File: config.mk
export PLATFORM = sky130hd
export DESIGN_NAME = lfsr_gen_flat
export DESIGN_NICKNAME = d
export VERILOG_FILES = /design/src/rtl/lfsr_gen_if.sv /design/src/rtl/lfsr_gen.sv /design/src/flat_wrapper.sv
export SDC_FILE = /design/constraint.sdc
export NUM_CORES = 1
export LEC_CHECK = 0
export CORE_MARGIN = 2
export CORE_UTILIZATION = 25
export CTS_CLUSTER_DIAMETER = 100
export DETAILED_ROUTE_END_ITERATION = 12
export PLACE_DENSITY_LB_ADDON = 0.12
export SLEW_MARGIN = 20
export SYNTH_ARGS = -nofsm -noshare
export SYNTH_HDL_FRONTEND = slang
export SYNTH_SLANG_ARGS = --single-unit
File: constraint.sdc
create_clock -name clk -period 3.9 [get_ports clk]
set_clock_uncertainty 0.2 [all_clocks]
set_input_delay 1.17 -clock clk [delete_from_list [all_inputs] [get_ports clk]]
set_output_delay 1.17 -clock clk [all_outputs]
set_load 0.05 [all_outputs]
File: src/rtl/lfsr_gen_if.sv
// ============================================================================
// lfsr_gen_if
// Request/status bundle for the LFSR generator: step/load/burst requests in,
// registered state and status flags out.
// Revision: 1.0  initial release
// ============================================================================
`default_nettype none

interface lfsr_gen_if #(
  parameter int WIDTH = 4,
  parameter int LEN_W = 8
);

  logic             en;
  logic             load;
  logic [WIDTH-1:0] load_val;
  logic             start;
  logic [LEN_W-1:0] len;
  logic [WIDTH-1:0] out;
  logic             busy;
  logic             done;
  logic             wrap;
  logic             lock;

  // Requester side: drives requests, observes state and status
  modport master (
    output en, load, load_val, start, len,
    input  out, busy, done, wrap, lock
  );

  // Generator side
  modport slave (
    input  en, load, load_val, start, len,
    output out, busy, done, wrap, lock
  );

endinterface

`default_nettype wire

File: src/rtl/lfsr_gen.sv
// ============================================================================
// lfsr_gen
// Parametrised Fibonacci LFSR with seed load, free-run enable, counted burst
// mode (busy/done), period-wrap pulse and all-zero lock flag.
// Optional feature macro: LFSR_LOCKUP_RECOVER_EN -- a step taken from the
// all-zero state reloads SEED (and the reference) instead of staying at 0.
// Revision: 1.0  initial release
// ============================================================================
`default_nettype none

module lfsr_gen #(
  parameter int               WIDTH = 4,
  parameter logic [WIDTH-1:0] TAPS  = 4'h9,
  parameter logic [WIDTH-1:0] SEED  = 4'h1,
  parameter int               LEN_W = 8
) (
  input  wire logic   clk,
  input  wire logic   rst,
  lfsr_gen_if.slave   bus
);

  typedef enum logic [0:0] {
    IDLE  = 1'b0,
    BURST = 1'b1
  } state_t;

  state_t           state;
  state_t           state_nxt;
  logic [WIDTH-1:0] lfsr;
  logic [WIDTH-1:0] lfsr_nxt;
  logic [WIDTH-1:0] ref_q;
  logic [WIDTH-1:0] ref_nxt;
  // Steps still owed after the one being taken this cycle
  logic [LEN_W-1:0] cnt;
  logic [LEN_W-1:0] cnt_nxt;
  logic             done_q;
  logic             done_nxt;
  logic             wrap_q;
  logic             wrap_nxt;
  logic             do_step;
  logic             recover;
  logic [WIDTH-1:0] stepped;

  // Candidate next state for a single step, including lock-up recovery
  always_comb begin
    stepped = {lfsr[WIDTH-2:0], ^(lfsr & TAPS)};
    recover = 1'b0;
`ifdef LFSR_LOCKUP_RECOVER_EN
    if (lfsr == '0) begin
      stepped = SEED;
      recover = 1'b1;
    end
`endif
  end

  // Next-state: load beats burst step beats free-run step beats hold
  always_comb begin
    state_nxt = state;
    lfsr_nxt  = lfsr;
    ref_nxt   = ref_q;
    cnt_nxt   = cnt;
    done_nxt  = 1'b0;
    wrap_nxt  = 1'b0;
    do_step   = 1'b0;

    if (bus.load) begin
      // Aborts any burst silently; no done pulse
      lfsr_nxt  = bus.load_val;
      ref_nxt   = bus.load_val;
      state_nxt = IDLE;
      cnt_nxt   = '0;
    end else begin
      case (state)
        BURST: begin
          do_step = 1'b1;
          if (cnt == LEN_W'(1)) begin
            state_nxt = IDLE;
            cnt_nxt   = '0;
            done_nxt  = 1'b1;
          end else begin
            cnt_nxt = cnt - LEN_W'(1);
          end
        end
        default: begin
          if (bus.start && (bus.len != '0)) begin
            // First burst step happens on the accepting edge
            do_step = 1'b1;
            if (bus.len == LEN_W'(1)) begin
              done_nxt = 1'b1;
            end else begin
              state_nxt = BURST;
              cnt_nxt   = bus.len - LEN_W'(1);
            end
          end else begin
            // Zero-length burst completes immediately
            done_nxt = bus.start;
            do_step  = bus.en;
          end
        end
      endcase

      if (do_step) begin
        lfsr_nxt = stepped;
        if (recover) begin
          ref_nxt = SEED;
        end else begin
          wrap_nxt = (stepped == ref_q);
        end
      end
    end
  end

  // State registers with synchronous active-low reset
  always_ff @(posedge clk) begin
    if (!rst) begin
      state  <= IDLE;
      lfsr   <= SEED;
      ref_q  <= SEED;
      cnt    <= '0;
      done_q <= 1'b0;
      wrap_q <= 1'b0;
    end else begin
      state  <= state_nxt;
      lfsr   <= lfsr_nxt;
      ref_q  <= ref_nxt;
      cnt    <= cnt_nxt;
      done_q <= done_nxt;
      wrap_q <= wrap_nxt;
    end
  end

  assign bus.out  = lfsr;
  assign bus.busy = (state == BURST);
  assign bus.done = done_q;
  assign bus.wrap = wrap_q;
  assign bus.lock = (lfsr == '0);

endmodule

`default_nettype wire

File: src/flat_wrapper.sv
// flat-port wrapper written by rule: the top's interface ports become plain ports
module lfsr_gen_flat 
#(
  parameter int               WIDTH = 4,
  parameter logic [WIDTH-1:0] TAPS  = 4'h9,
  parameter logic [WIDTH-1:0] SEED  = 4'h1,
  parameter int               LEN_W = 8
)
  (clk, rst, bus_en, bus_load, bus_load_val, bus_start, bus_len, bus_out, bus_busy, bus_done, bus_wrap, bus_lock);
  lfsr_gen_if #(.WIDTH(WIDTH), .LEN_W(LEN_W)) bus_i ();
  input  wire logic clk;
  input  wire logic rst;
  input wire logic [$bits(bus_i.en)-1:0] bus_en;
  input wire logic [$bits(bus_i.load)-1:0] bus_load;
  input wire logic [$bits(bus_i.load_val)-1:0] bus_load_val;
  input wire logic [$bits(bus_i.start)-1:0] bus_start;
  input wire logic [$bits(bus_i.len)-1:0] bus_len;
  output wire logic [$bits(bus_i.out)-1:0] bus_out;
  output wire logic [$bits(bus_i.busy)-1:0] bus_busy;
  output wire logic [$bits(bus_i.done)-1:0] bus_done;
  output wire logic [$bits(bus_i.wrap)-1:0] bus_wrap;
  output wire logic [$bits(bus_i.lock)-1:0] bus_lock;
  assign bus_i.en = bus_en;
  assign bus_i.load = bus_load;
  assign bus_i.load_val = bus_load_val;
  assign bus_i.start = bus_start;
  assign bus_i.len = bus_len;
  assign bus_out = bus_i.out;
  assign bus_busy = bus_i.busy;
  assign bus_done = bus_i.done;
  assign bus_wrap = bus_i.wrap;
  assign bus_lock = bus_i.lock;
  lfsr_gen #(.WIDTH(WIDTH), .TAPS(TAPS), .SEED(SEED), .LEN_W(LEN_W)) u_core (.clk(clk), .rst(rst), .bus(bus_i));
endmodule
==> impl_metrics.json <==
{
  "status": "finished, final reports clean",
  "via_per_inst": 5.26,
  "numCtsBuffers": 3,
  "path_class": "in2reg",
  "h-tree-depth": 1,
  "synthMuxAreaShare_pct": 3.32,
  "hold_path.class": "reg2reg",
  "path_clk_slew_ns": 0.08,
  "vias": 1209,
  "critPathArrivalTime_ns": 3.52,
  "startpoint": "bus_len[4]",
  "synth_xor_area_share_pct": 6.53,
  "drv_slew": 0,
  "synth-compound-area-share_pct": 23.8,
  "synthToLayoutAreaGrowth_pct": 30.9,
  "post-route-drc-count": 0,
  "layout.cells.non_filler": 230,
  "post_cts_buffers": 0,
  "boundaryPins": 25,
  "drtPass1Iterations": 4,
  "placementRows": 25,
  "first_iter_violations": 46,
  "syn_avg_cell_area_um2": 8.16,
  "synth_top_area_cell": "dfxtp_1",
  "yosys_warnings": 0,
  "diodes": 0,
  "fp.dieArea_um2": 5400,
  "port_buffers": 24,
  "rr_worst_depth": 6,
  "setup_viol": 0,
  "cts_tree": "built",
  "syn_inst": 148,
  "routedWlPerCell_um": 14.0,
  "post_cts_resized": 0,
  "synth_seq_cells": 19,
  "power.total_uw": 497,
  "ys_top_cells_by_area": "dfxtp_1 (32%), xnor2_1 (5.8%), ha_1 (5.2%)",
  "setup_tns_ns": 0,
  "synth_top_area_share_pct": 31.5,
  "tightest_slew_ns": 0.851,
  "cts_sinks": 19,
  "ctsHoldBuffers": 0,
  "maxCapViolations": 0,
  "synth.distinct_cells": 39,
  "final_layout_size_suffix_gt1_share_pct": 7.95,
  "grt_usage_pct": 13.1,
  "final_common_cell": "clkdlybuf4s50_1",
  "synth_edf_count": 0,
  "fp.coreArea_um2": 4690,
  "overflow": 0,
  "worstReg2RegEnd": "u_core.cnt[2]$_SDFFE_PP0P_",
  "synth_area_um2": 1210,
  "place_inst": 226,
  "ys.flop_type": "dfxtp_1",
  "ys_seq_area_share_pct": 31.5,
  "cts_buffer_depth": 2,
  "synth_top_family_by_area": "simple AND/OR/NAND/NOR gates",
  "final_hold_viol_count": 0,
  "die_w_um": 73.5,
  "synthAdderAreaFrac_pct": 5.18,
  "endpoint_kind": "flip-flop",
  "syn-num-nets": 170,
  "rsz0062_at_grt": "no",
  "p_leak_uw": 0.000563,
  "grt_pass1_wl_um": 5570,
  "cp-endpoint": "u_core.bus.out[3]$_SDFFE_PN0P_",
  "startpoint_type": "primary input",
  "mostFrequentLayoutCells": "clkdlybuf4s50_1 (24), dfxtp_1 (19), nor2_1 (16)",
  "utilization_pct": 33.7,
  "finalCriticalPeriod_ns": 3.54,
  "relSlewSlack_pct": 42.7,
  "crit_fanout": 9,
  "grt_max_degree": 22,
  "wirelength_um": 3210,
  "grt_pass1_vias": 1181,
  "root_buffer": "clkbuf_8",
  "r2r-start": "u_core.cnt[0]$_SDFFE_PP0P_",
  "antenna_left": 0,
  "async_flop_share_pct": 0,
  "dpl.hpwl_um": 2460,
  "max-vdd-ir-drop_v": 0.000128,
  "min_period_over_period_pct": 90.9,
  "initial_core_util_pct": 25.7,
  "rrSetupSlack_ns": 1.37,
  "nFillCells": 512,
  "antenna_found_initial": 0,
  "place_congestion": 0.825,
  "synthSimpleGateAreaFrac_pct": 24.8,
  "layout.nets": 199,
  "fmax_ghz": 0.282,
  "required_ns": 3.88,
  "clk_latency_ns": 0.26,
  "power_density_nw_per_um2": 315,
  "die_h_um": 73.5
}
-- synthesized netlist by cell type (all sizes together), types with 4 or more instances --
library cell  count
dfxtp            19
nor2             16
a21oi            10
inv              10
o21ai             9
xnor2             8
nor3              7
ha                5
nand2             5
nor2b             5
a211oi            4
mux2i             4
nand2b            4
nand3             4
o22ai             4
o32ai             4
or4               4
-- worst min-delay path by stage --
stage / from / end / slack (ns) / cells after the start
floorplan: u_core.ref_q[1]$_SDFFE_PN0P_ / u_core.bus.wrap$_SDFF_PP0_ / 0.25 / 2
global placement: u_core.cnt[4]$_SDFFE_PP0P_ / u_core.cnt[4]$_SDFFE_PP0P_ / 0.28 / 2
detailed placement: u_core.cnt[4]$_SDFFE_PP0P_ / u_core.cnt[4]$_SDFFE_PP0P_ / 0.29 / 2
CTS: u_core.cnt[4]$_SDFFE_PP0P_ / u_core.cnt[4]$_SDFFE_PP0P_ / 0.30 / 2
global route: u_core.cnt[4]$_SDFFE_PP0P_ / u_core.cnt[4]$_SDFFE_PP0P_ / 0.34 / 2
finish: u_core.ref_q[1]$_SDFFE_PN0P_ / u_core.bus.wrap$_SDFF_PP0_ / 0.30 / 2
-- report_power, final --
part / total [uW] / internal [uW] / switching [uW]
sequential: 217 / 205 / 12.3
clock: 146 / 72.1 / 73.8
combinational: 134 / 60.3 / 74.0
-- metal layers --
metal / up-vias / GRT usage (%) / wire length [um]
li1: 604 / - / -
met1: 577 / 16.4 / 1470
met2: 24 / 21.9 / 1590
met3: 4 / 3.29 / 103
met4: 0 / 4.44 / 49
met5: - / 0 / 0
-- state kept, by name, indices dropped and copies added, names as in the netlist --
signal	count
u_core.bus.out	4
u_core.bus.busy	1
u_core.bus.done	1
u_core.cnt	8
u_core.ref_q	4
u_core.bus.wrap	1
-- metrics by stage --
step,worst slack (ns),hold slack (ns),cell area (um2)
global route,0.228,0.338,1580
CTS,0.365,0.304,1580
detailed placement,0.0670,0.290,1530
finish,0.356,0.305,1580
global placement,0.113,0.279,1530
floorplan,0.414,0.253,1210
-- kinds of logic (layout without fill, tap and decap cells) --
logic type      Yosys count  count (layout)
flops                    19              19
buf+inv                  15              43
simple gates             55              55
fa+ha+maj                 5               5
mux                       4               4
xor+xnor                  9               9
compound gates           41              41
-- final cells by class --
class / instances / area [um2] / share of cell area, %
Clock inverter: 1 / 7.51 / 0.475
Sequential cell: 19 / 380 / 24.1
Inverter: 10 / 37.5 / 2.38
Clock buffer: 3 / 41.3 / 2.61
Timing Repair Buffer: 29 / 278 / 17.6
Multi-Input combinational cell: 114 / 768 / 48.6
Tap cell: 54 / 67.6 / 4.28
-- worst max-delay path, cell delays in order --
cell	delay, ns
clkdlybuf4s50_1	0.46
or4_1	0.56
or4b_4	0.55
a211oi_4	0.45
nor3_1	0.09
a311oi_1	0.23
Power figures use the tool's default switching activity.
